`src/rtl/baud_gen_frac.sv`:
```
// Fractional-N baud generator: oversampled rx_tick, per-bit tx_tick and a bit-rate square wave.
// The tick period is int clocks, plus one whenever the fractional accumulator carries.
module baud_gen_frac #(
    parameter int CLK_HZ     = 50_000_000,
    parameter int OVERSAMPLE = 16,
    parameter int DIV_W      = 16,
    parameter int FRAC_W     = 4
) (
    input  logic              clock,
    input  logic              reset_n,
    input  logic              enable,
    input  logic [2:0]        baud_sel,
    input  logic [DIV_W-1:0]  custom_div,
    input  logic [FRAC_W-1:0] custom_frac,
    output logic              rx_tick,
    output logic              tx_tick,
    output logic              baud_clk,
    output logic              cfg_err
);

    localparam int D_W  = DIV_W + FRAC_W;
    localparam int OS_W = $clog2(OVERSAMPLE);
    localparam logic [OS_W-1:0] OS_LAST = OS_W'(OVERSAMPLE - 1);
    localparam logic [OS_W-1:0] OS_HALF = OS_W'(OVERSAMPLE / 2 - 1);

    function automatic logic [D_W-1:0] preset_div(input int sel);
        longint baud;
        longint num;
        longint den;
        case (sel)
            0:       baud = 2400;
            1:       baud = 4800;
            2:       baud = 9600;
            3:       baud = 19200;
            4:       baud = 38400;
            5:       baud = 57600;
            6:       baud = 115200;
            default: baud = 0;
        endcase
        num = longint'(CLK_HZ) << FRAC_W;
        den = baud * longint'(OVERSAMPLE);
        if (baud == 0)
            preset_div = '0;
        else
            preset_div = D_W'((num + den / 2) / den);
    endfunction

    localparam logic [D_W-1:0] PRESET [8] = '{
        preset_div(0), preset_div(1), preset_div(2), preset_div(3),
        preset_div(4), preset_div(5), preset_div(6), preset_div(7)
    };

    logic [2:0]        sel_sh;
    logic [DIV_W-1:0]  div_sh;
    logic [FRAC_W-1:0] frac_sh;
    logic              en_sh;

    logic [DIV_W-1:0]  cnt;
    logic [FRAC_W-1:0] acc;
    logic              carry;
    logic [OS_W-1:0]   os_cnt;

    logic [DIV_W-1:0]  int_eff;
    logic [FRAC_W-1:0] frac_eff;
    logic [DIV_W-1:0]  tc_val;
    logic [FRAC_W:0]   acc_sum;
    logic              restart;
    logic              err_c;
    logic              running;
    logic              tc;

    // The error flag only moves when the shadows move, and a shadow move is
    // itself a restart, so clearing an error always restarts the sequence.
    always_comb begin
        int_eff  = PRESET[sel_sh][D_W-1:FRAC_W];
        frac_eff = PRESET[sel_sh][FRAC_W-1:0];
        if (sel_sh == 3'd7) begin
            int_eff  = div_sh;
            frac_eff = frac_sh;
        end
        restart = (enable && !en_sh)
                || (baud_sel != sel_sh)
                || ((baud_sel == 3'd7) && ((custom_div != div_sh) || (custom_frac != frac_sh)));
        err_c   = int_eff < DIV_W'(2);
        running = enable && !err_c;
        tc_val  = int_eff - DIV_W'(1) + {{(DIV_W-1){1'b0}}, carry};
        tc      = (cnt == tc_val);
        acc_sum = {1'b0, acc} + {1'b0, frac_eff};
    end

    always_ff @(posedge clock or negedge reset_n) begin
        if (!reset_n) begin
            sel_sh   <= '0;
            div_sh   <= '0;
            frac_sh  <= '0;
            en_sh    <= 1'b0;
            cnt      <= '0;
            acc      <= '0;
            carry    <= 1'b0;
            os_cnt   <= '0;
            rx_tick  <= 1'b0;
            tx_tick  <= 1'b0;
            baud_clk <= 1'b0;
            cfg_err  <= 1'b0;
        end else begin
            sel_sh  <= baud_sel;
            div_sh  <= custom_div;
            frac_sh <= custom_frac;
            en_sh   <= enable;
            cfg_err <= err_c;
            if (restart || !running) begin
                cnt      <= '0;
                acc      <= '0;
                carry    <= 1'b0;
                os_cnt   <= '0;
                rx_tick  <= 1'b0;
                tx_tick  <= 1'b0;
                baud_clk <= 1'b0;
            end else if (tc) begin
                cnt     <= '0;
                acc     <= acc_sum[FRAC_W-1:0];
                carry   <= acc_sum[FRAC_W];
                rx_tick <= 1'b1;
                tx_tick <= (os_cnt == OS_LAST);
                os_cnt  <= (os_cnt == OS_LAST) ? '0 : os_cnt + OS_W'(1);
                if (os_cnt == OS_HALF || os_cnt == OS_LAST)
                    baud_clk <= ~baud_clk;
            end else begin
                cnt     <= cnt + DIV_W'(1);
                rx_tick <= 1'b0;
                tx_tick <= 1'b0;
            end
        end
    end

endmodule

```
`config.mk`:
```
export PLATFORM = sky130hd
export DESIGN_NAME = baud_gen_frac
export DESIGN_NICKNAME = d
export VERILOG_FILES = /design/src/rtl/baud_gen_frac.sv
export SDC_FILE = /design/constraint.sdc
export NUM_CORES = 1
export LEC_CHECK = 0
export CAP_MARGIN = 10
export CORE_ASPECT_RATIO = 0.6
export CORE_MARGIN = 2
export CORE_UTILIZATION = 30
export DETAILED_ROUTE_END_ITERATION = 10
export PLACE_DENSITY = 0.5
export RECOVER_POWER = 25
export SLEW_MARGIN = 20
export SYNTH_ARGS = -nofsm -noshare
export SYNTH_HDL_FRONTEND = slang
export SYNTH_SLANG_ARGS = --single-unit
```
`constraint.sdc`:
```
create_clock -name clock -period 7.67 [get_ports clock]
set_clock_uncertainty 0.05 [all_clocks]
set_input_delay 1.534 -clock clock [delete_from_list [all_inputs] [get_ports clock]]
set_output_delay 1.534 -clock clock [all_outputs]
set_load 0.01 [all_outputs]
```
## Word level (Yosys, flattened, before mapping)

Memory sizes are Yosys's and may differ from the RTL's.
Cells that the tools add are included.

| operators by class | value |
|---|---|
| $mul | 0 |
| add/subtract/negate cells | 5 |
| divide/modulo/power cells | 0 |
| bitwise logic cells | 2 |
| $lt $le $gt $ge | 2 |
| shifts and indexed selects | 0 |
| mux-type cells | 20 |
| eq/ne operators | 8 |
| reduce and logical (&&, ||, !) cells | 14 |

Operators by type and width:

| operator | count |
|---|---|
| 16-bit 2-to-1 mux | 3 |
| 20-bit 2-to-1 mux | 2 |
| 4-bit 2-to-1 mux | 6 |
| 16-bit by 1-bit adder with 16-bit output | 1 |
| 16-bit by 1-bit adder with 16-bit output (second input constant) | 1 |
| 16-bit == test | 1 |
| 16-bit by 2-bit < comparator with 1-bit output (second input constant) | 1 |
| 16-bit != test | 1 |
| 16-bit by 1-bit subtractor with 16-bit output (second input constant) | 1 |
| 1-bit 2-to-1 mux | 9 |
| 3-bit == test (second input constant) | 2 |
| 4-bit by 4-bit adder with 5-bit output | 1 |
| 1-bit logical OR | 5 |
| 4-bit by 1-bit adder with 4-bit output (second input constant) | 1 |
| 4-bit by 3-bit == test with 1-bit output (second input constant) | 1 |
| 4-bit == test (second input constant) | 1 |
| 4-bit greater-or-equal comparator (second input constant) | 1 |
| 4-bit != test | 1 |
| 3-bit inverter with 4-bit output | 1 |
| 2-bit nonzero test | 2 |
| 1-bit logical AND | 3 |
| 1-bit logical NOT | 3 |
| 3-bit != test | 1 |
| 2-bit AND reduction | 1 |
| 1-bit inverter | 1 |

| storage, ports and cells | value |
|---|---|
| word-level logic and storage cells | 64 |
| bits in writable memories | 0 |
| register bits after elaboration | 53 |
| input port bits | 26 |
| output and inout port bits | 4 |
| latch bits | 0 |
| memories | 1 |
| memory bits (read-only) | 160 |

Memories:

| memory | words | width | read ports | clocked after memory_dff | write ports | line | text |
|---|---|---|---|---|---|---|---|
| (name not given) | 8 | 20 | 1 | 0 | 0 | 76 | `frac_eff = PRESET[sel_sh][FRAC_W-1:0];` |

## Logic depth before layout (Yosys ltp)

| logic depth | value |
|---|---|
| depth in word-level cells | 12 |
| mapped depth | 18 |
| mapped depth without buffers | 15 |

## Worst setup path before layout

OpenSTA, ideal clock, no wires.

| path | value |
|---|---|
| kind | register to register |
| start | register sel_sh[2] |
| end | register cnt[10] |
| buffers on the path | 6 |
| data arrival time | 4.000 ns |
| clock period less this slack | 4.168 ns |
| data required time | 7.501 ns |
| library setup time | 0.119 ns |
| slack | 3.502 ns |
| cell stages (with the launch flop) | 18 |
| cell sequence | dfrtp_1 buf_6 clkbuf_1 clkbuf_1 clkbuf_1 mux2i_1 ha_1 nand2_1 o21a_1 or4_4 or3_4 a2111oi_4 nor3_1 a211oi_4 or2_1 buf_4 buf_6 nor2_1 |

| between the ends | value |
|---|---|
| longest elaborated chain between the ends | 11 |
| elaborated cells between the ends (all ways) | 19 |
| classes of those cells | add/sub (2); order compare (1); eq/ne (3); mux (5); bitwise (1); reduce/logical (6); memory (1) |

RTL lines:

| what | line | text |
|---|---|---|
| from (decl) | 53 | `logic [2:0] sel_sh;` |
| from (signal assigned) | 106 | `sel_sh <= baud_sel;` |
| branches (longest 10 deep; another with memory read 8 x 20 bit) | n/a |  |
| 16-bit 2-to-1 mux * | 111 | `if (restart \|\| !running) begin` |
| to (signal assigned) | 129 | `cnt <= cnt + DIV_W'(1);` |
| to (decl) | 58 | `logic [DIV_W-1:0] cnt;` |

Mark *: on every way between the ends. The select of a mux whose other input is x is not followed.
A chain may end at the register's enable or synchronous reset.

## Worst setup path in the final report

| path | value |
|---|---|
| start | register sel_sh[0] |
| end | register cnt[12] |

Same word-level chain as after synthesis.

==> results.yml <==
sta:
  finalCritPeriodShare: 0.666
  slew_violations: 54
  max_slew_margin: -0.978
  hold_violations: 0
  max_freq_mhz: 196
  whs_ns: 0.480
  worst_pin_slew_ns: 2.97
  fin_tns_setup_ns: 0
  rsz0062_at_grt: "false"
  final-setup-viol-count: 0
  finalCriticalPeriod_ns: 5.11
synth:
  ys_ff_latch: 53
  syn_inst: 365
  ys_warn_count: 0
  syn_nets: 405
  mappedNetlistArea_mm2: 0.00344
  synth.avg_cell_area_um2: 9.42
  synth.distinct_cells: 56
  synth_area_leaders: "dfrtp_1 39%, xnor2_1 7.6%, xor2_1 6.1%"
  yosys.area.top_type: "dfrtp_1"
  synth_edf_count: 0
  synth-main-ff-cell: "dfrtp_1"
  async_flop_share: 1.00
  yosys.area.top_type_share: 0.386
  yosysSeqAreaShare: 0.386
worst_hold_path:
  holdCritStartpoint: "acc[0]"
  min_path_type: "reg -> reg"
  whs_path_depth: 2
  min_to: "acc[0]"
setup_path:
  worst_setup_path_end_kind: "register"
  critPathMaxFanout: 26
  r2r-start: "sel_sh[0]"
  reg2reg_slack_ns: 2.56
  r2r_cells: 13
  path_buf_inv: 0
  worstPathCellList: "ha_1 > o21ai_0 > mux2i_1 > ha_1 > nand2_1 > o21a_1 > or4_4 > or3_4 > a2111oi_4 > nor3_1 > a211oi_4 > or2_1 > nor2_1"
  max_stage_delay_ns: 0.85
  path_class: "reg -> reg"
  crit_top_cell: "ha_1"
  arrival_ns: 5.21
  reg2reg_to: "cnt[12]"
  required_ns: 7.77
  cp_slowest_cell: "ha_1"
  start_kind: "register"
  cp_top_family: "simple AND/OR/NAND/NOR gates"
floorplanning:
  die_area_mm2: 0.0124
  row_count: 30
  initial_utilization: 0.306
  io_pins: 30
  fp.coreArea_mm2: 0.0112
  fp.dieH_um: 86.9
  die_x_um: 142
status:
  violations: "max-capacitance violations, max-slew violations"
  status: "finished, violations left"
final_layout:
  stdcell_count: 533
  fin_nets: 428
  syn2layout_area_growth_pct: 15.7
  drive_gt1_frac: 0.0566
  antenna_cells: 0
  fill_cells: 1107
clock_network:
  clk_latency_ns: 0.29
  cts_num_sinks: 53
  cts-htree-levels: 2
  clk_pin_slew_ns: 0.07
  numCtsBuffers: 5
  cts_tree: "yes"
  cts_setup_buffers: 0
  hold_buffers: 0
  cts_resized: 0
  cts_root_buf: "clkbuf_16"
  cts_buffer_depth: 2
pwr:
  worst_ir_drop_vdd_mv: 0.0784
  power.total_mw: 0.626
  power_density_mw_per_mm2: 157
  leakage_nw: 1.57
routing:
  routed_wl_um: 8240
  avgViaCountPerCell: 4.95
  drc: 0
  dr.first_iter.drc_count: 146
  vias: 2639
  postRouteAntennaNets: 0
  dr.pass1.iters: 5
  wl_per_cell_um: 15.5
placement:
  dp_hpwl_um: 6270
  port_buffers: 29
  dpl.cell_count: 525
  globalplace.congestion: 0.814
grt:
  grt_pass1_wl_um: 13300
  grt_max_degree: 54
  antenna_found_initial: 0
  overflow: 0
  grt_pass1_vias: 2426
  track_usage: 0.142
run:
  cap_violations: 1
flip-flops by register name, indices dropped and copies added (netlist names), 3 cells and up:
name	cells
frac_sh	4
sel_sh	3
div_sh	16
os_cnt	4
cnt	16
acc	4
where the power goes:
part	internal (mW)	switching, mW
combinational	0.0412	0.0532
sequential	0.286	0.00866
clock	0.138	0.0982
total	0.466	0.160
kinds of logic after synthesis:
kind of cell,Yosys count,synth area share
xor gates and xnor gates,54,0.138
adders and majority gates,14,0.0531
AOI/OAI and AO/OA,60,0.128
and+or+nand+nor,144,0.216
DFF,53,0.386
muxes,13,0.0393
buffers and inverters,27,0.0404
stage by stage:
step | setup WS, ns | instance area, µm² | util
after floorplan | 3.50 | 3440 | -
after global placement | 2.76 | 3830 | 0.341
after detailed placement | 2.55 | 3830 | 0.341
after CTS | 2.53 | 3980 | 0.355
after global routing | 2.10 | 3980 | 0.355
final | 2.56 | 3980 | 0.355
layout make-up:
| cell class | count | area, µm² | area share |
|---|---|---|---|
| clock buffer | 7 | 153 | 0.0384 |
| timing repair buffer | 31 | 297 | 0.0745 |
| clock inverter | 1 | 5.00 | 0.00126 |
| tap | 144 | 180 | 0.0453 |
| multi-input combinational | 285 | 1970 | 0.496 |
| sequential | 53 | 1330 | 0.333 |
| inverter | 12 | 45.0 | 0.0113 |
cell usage in the layout, fill, tap and decap left out, types with 4 or more instances in the layout:
cell,instances
xnor2_1,30
dfrtp_1,53
inv_1,12
o21ai_0,9
clkdlybuf4s50_1,4
dlygate4sd3_1,24
and3_1,7
nand4_1,6
a21oi_1,15
nor2_1,40
ha_1,13
nand3_1,19
a21o_1,7
mux2i_1,12
nor3_1,12
nor2b_1,8
and2_1,4
nand2_1,24
xor2_1,24
a31oi_1,4
clkbuf_16,5
worst reg2reg max path, cell delays in order (launching register included):
cell	delay, ns
dfrtp_1	0.48
ha_1	0.85
o21ai_0	0.23
mux2i_1	0.21
ha_1	0.24
nand2_1	0.08
o21a_1	0.23
or4_4	0.47
or3_4	0.37
a2111oi_4	0.29
nor3_1	0.14
a211oi_4	0.69
or2_1	0.55
nor2_1	0.11
worst max path at each step:
stage / start / slack, ns / cells after the start / to
2_1_floorplan: sel_sh[2] / 3.50 / 17 / cnt[10]
3_5_place_dp: sel_sh[0] / 2.55 / 13 / cnt[6]
4_1_cts: sel_sh[0] / 2.53 / 13 / cnt[4]
6_report: sel_sh[0] / 2.56 / 13 / cnt[12]
5_1_grt: sel_sh[0] / 2.10 / 13 / cnt[3]
3_3_place_gp: sel_sh[0] / 2.76 / 13 / cnt[14]
layer usage:
layer / vias to the layer above / GRT usage / routed length (µm)
li1: 1320 / - / -
met1: 1266 / 0.237 / 4740
met2: 51 / 0.177 / 3060
met3: 2 / 0.0319 / 407
met4: 0 / 0.0291 / 34
met5: - / 0 / 0
synth_stat cells (4+ instances only):
cell type	number
a21o_1	7
a21oi_1	15
a31oi_1	4
and2_1	4
and3_1	7
buf_6	4
clkbuf_1	9
dfrtp_1	53
ha_1	13
inv_1	12
mux2i_1	12
nand2_1	24
nand3_1	19
nand4_1	6
nor2_1	40
nor2b_1	8
nor3_1	12
o21ai_0	9
xnor2_1	30
xor2_1	24
Note: power is estimated with default switching activity, not from simulation.
==> variant 1 (config.mk and constraints unchanged) <==
Set the parameter `DIV_W` to 14 (it was 16).
--- a/src/rtl/baud_gen_frac.sv
+++ b/src/rtl/baud_gen_frac.sv
@@ -5,3 +5,3 @@
     parameter int OVERSAMPLE = 16,
-    parameter int DIV_W      = 16,
+    parameter int DIV_W      = 14,
     parameter int FRAC_W     = 4
Ports: changed (resized custom_div); port bits go from 30 to 28. The function was not compared with the original's and may differ.
==> variant 1 against the original RTL <==
The run still ends with capacitance limit, slew limit left. Routed wire length is 0.78% lower. Cell area is 4.5% lower. Worst setup slack better by 0.45 ns. Synthesized cell count shrank 5.5%. Sequential cell count shrank 4. Area after synthesis is 5.3% lower. Power is 2.6% lower. Count of clock-buffer cells in the layout decreased by 1. Cell count fell by 4.7%. Critical path type is now input port to register. Largest power group unchanged.
==> variant 1: results (changes against the original RTL) <==
Register-to-Register Setup Slack=3.20 ns (+0.64 ns); synth top area cells=dfrtp_1, xnor2_1, xor2_1, ha_1, nor2_1; Leakage=1.47 nW (-6.2%); mux share of post-synthesis cell area=4.34% (+0.41 points); Final Core Density=36.0% (+0.52 points); Final nets=408 (-4.7%); met2 WL=2910 um (-4.8%); Placed Area=3640 um^2 (-4.9%); clkbuf count=6 (-1); number of non-clock buffers in the layout=30 (-3.2%); Crit Path Class=input port to register; GPL Wtd Cong=0.802 (-1.5%); DRT met1 WL=4670 um (-1.5%); CP startpoint=custom_frac[1]; Syn Inst Count=345 (-5.5%); DR iter-0 viols=200 (+37%); Slowest cell on crit path=nor4_1; FF-to-FF End=cnt[5]; vias=2546 (-3.5%); CP Max Fanout=15 (-42%); part of the power in registers=45.1% (-2.0 points); Hold Crit Endpoint=cnt[0]; first-pass GRT wire length=13900 um (+4.3%); Slew Limit Fails=50 (-7.4%); Non-clock buffer share=7.47% (+0.024 points); pin count of the biggest net entering global routing=50 (-7.4%); failing checks=capacitance limit, slew limit; worst slack, placed=2.63 ns (+0.0783 ns); global routing usage on met3=3.42% (+0.23 points); path depth of the worst reg2reg path=14 (+1); clk cell area share=4.12% (+0.15 points); post-synthesis xor/xnor area fraction=14.2% (+0.50 points); Final Instance Count excl. Fillers=508 (-4.7%); Top Registers=cnt: 14 flops, div_sh: 14 flops; Worst path max stage delay=0.69 ns (-0.16 ns); synth cell count leaders=dfrtp_1, nor2_1, xnor2_1; met2 Usage GRT=18.5% (+0.75 points); hpwl dp=6340 um (+1.2%); multi-input logic area=1900 um^2 (-3.8%); IO buf count=27 (-6.9%); hold slack=0.497 ns (+0.0173 ns); outcome=complete, but fails checks; post-synthesis net count=385 (-4.9%); Non-clk invs=16 (+4); core area=10600 um^2 (-5.9%); Compound-Gate Fraction of Synth Area=12.9% (+0.062 points); P_int=0.438 mW (-5.9%); share of cells above drive strength 1=7.32% (+1.7 points); Placed Cells=500 (-4.8%); worst rel slew slack=-82.1% (+16 points); Synth cell types=60 (+7.1%); Sequential cell area=1230 um^2 (-7.5%); maxcap violations=1 (unchanged); HP Start=cnt[0]; Seq/Total Area, Yosys=37.6% (-0.93 points)
==> variant 1: cell types whose count changed in the layout (fill, tap and decap cells not counted), sizes merged, moves of 6 or more <==
| cell | delta |
|---|---|
| a21o | -6 |
| o21ai | +11 |
| nand4 | +7 |
| nor2 | -10 |
| nor3 | -6 |
==> variant 1: worst max path at each step <==
stage | to | cells past startpoint
finish | cnt[5] | 8
global route | cnt[13] | 13
CTS | cnt[13] | 14
detailed placement | cnt[11] | 8
global placement | cnt[3] | 8
floorplan | os_cnt[2] | 17
==> variant 1: logic make-up (layout without fill, tap and decap cells) <==
family	after synthesis	count (layout)
and+or+nand+nor	123	123
buffers and inverters	30	54
xor gates and xnor gates	53	53
adders and majority gates	16	16
muxes	13	13
DFF	49	49
AOI/OAI and AO/OA	61	61
==> variant 2 (config.mk and constraints unchanged) <==
Without the edit above. One comparison of `os_cnt` changes from == to >=.
--- a/src/rtl/baud_gen_frac.sv
+++ b/src/rtl/baud_gen_frac.sv
@@ -125,3 +125,3 @@
                 os_cnt  <= (os_cnt == OS_LAST) ? '0 : os_cnt + OS_W'(1);
-                if (os_cnt == OS_HALF || os_cnt == OS_LAST)
+                if (os_cnt >= OS_HALF || os_cnt == OS_LAST)
                     baud_clk <= ~baud_clk;
Behaviour: same outputs for any inputs over 10 cycles, from zero or initial values and one cycle with reset_n low; that may be too few to reach the edited logic, so the function may still have changed.
==> variant 2 against the original RTL <==
The flow still finishes with violations (capacitance limit, slew limit). Count of clock-buffer cells in the layout unchanged. Clock power decreased by 3%. First-iteration DRC count increased by 13%. Worst setup slack improved by 0.84 ns. Area after synthesis increased by 2.5%. Routed wire length increased by 7.7%. Sequential cell count unchanged. Hold slack improved by 0.021 ns. Power decreased by 0.49%. Cell area increased by 2.3%. Via count increased by 4.2%. Global-route usage increased by 1.0 points.
==> variant 2: results (changes against the original RTL) <==
sequential cell area share=32.6% (-0.75 points); GPL Wtd Cong=0.825 (+1.3%); Slew Limit Fails=54 (unchanged); hpwl dp=6830 um (+9.1%); Post-Synth Adder-Cell Area=5.18% (-0.13 points); Fillers=1161 (+4.9%); vias in the first global route=2645 (+9.0%); Synth cell types=65 (+16%); Worst Setup EP=cnt[11]; Worst-Margin Slew=2.97 ns (+0.00485 ns); Final nets=424 (-0.93%); Non-clock buffer share=7.28% (-0.17 points); Register-to-Register Setup Slack=3.40 ns (+0.84 ns); failing checks=capacitance limit, slew limit; Placed Area=3930 um^2 (+2.6%); DR iter-0 viols=165 (+13%); Total GRT Usage=15.2% (+1.0 points); switching part of the total=27.0% (+1.4 points); CP Max Fanout=20 (-23%); first-pass GRT wire length=14600 um (+9.8%); Worst path max stage delay=0.69 ns (-0.16 ns); via/cell ratio=5.05 (+2.1%); Routed WL per cell=16.3 um (+5.5%); multi-input gate count=278 (-2.5%); crit path DAT=4.37 ns (-0.84 ns); Seq/Total Area, Yosys=37.6% (-0.94 points); maxcap violations=1 (unchanged); share of cells above drive strength 1=6.77% (+1.1 points); outcome=complete, but fails checks; Compound-Gate Fraction of Synth Area=15.9% (+3.1 points); maximum vdd drop=0.0707 mV (-9.9%); clk cell area share=3.50% (-0.46 points); mux share of post-synthesis cell area=1.60% (-2.3 points); die area=12700 um^2 (+2.4%); Leakage=1.60 nW (+2.3%); comb pwr=0.0983 mW (+4.1%); post-synthesis xor/xnor area fraction=14.4% (+0.62 points); IO buf count=29 (unchanged)
[variant 2: changes by cell type after synthesis, sizes merged, moves of 7 or more]
cell   change
xor2      +10
mux2i      -9
nor3       -7
nor2      -11
xnor2      -7
nand2     -14
o21ai      +9
nand3      +7
[variant 2: stage by stage]
stage	cells	hold WS (ns)	worst slack [ns]	util [%]	total power, mW
after CTS	544	0.505	3.22	35.8	0.632
after global placement	537	0.485	3.45	34.5	0.400
after detailed placement	537	0.498	3.25	34.5	0.399
after floorplan	360	0.469	4.11	-	0.362
final	544	0.501	3.40	35.8	0.623
after global routing	544	0.527	2.93	35.8	0.649
[variant 2: metal layers]
metal / part of all wire (%) / global-route usage [%] / up-vias
li1: - / - / 1351
met1: 55 / 23.5 / 1321
met2: 38 / 20.4 / 72
met5: 0 / 0 / -
met4: 0.63 / 3.30 / 0
met3: 7.1 / 4.81 / 5
[variant 2: worst min-delay path: stages (launching register included)]
cell     delay, ns
dfrtp_1       0.38
o21ai_0       0.07
a21oi_1       0.06
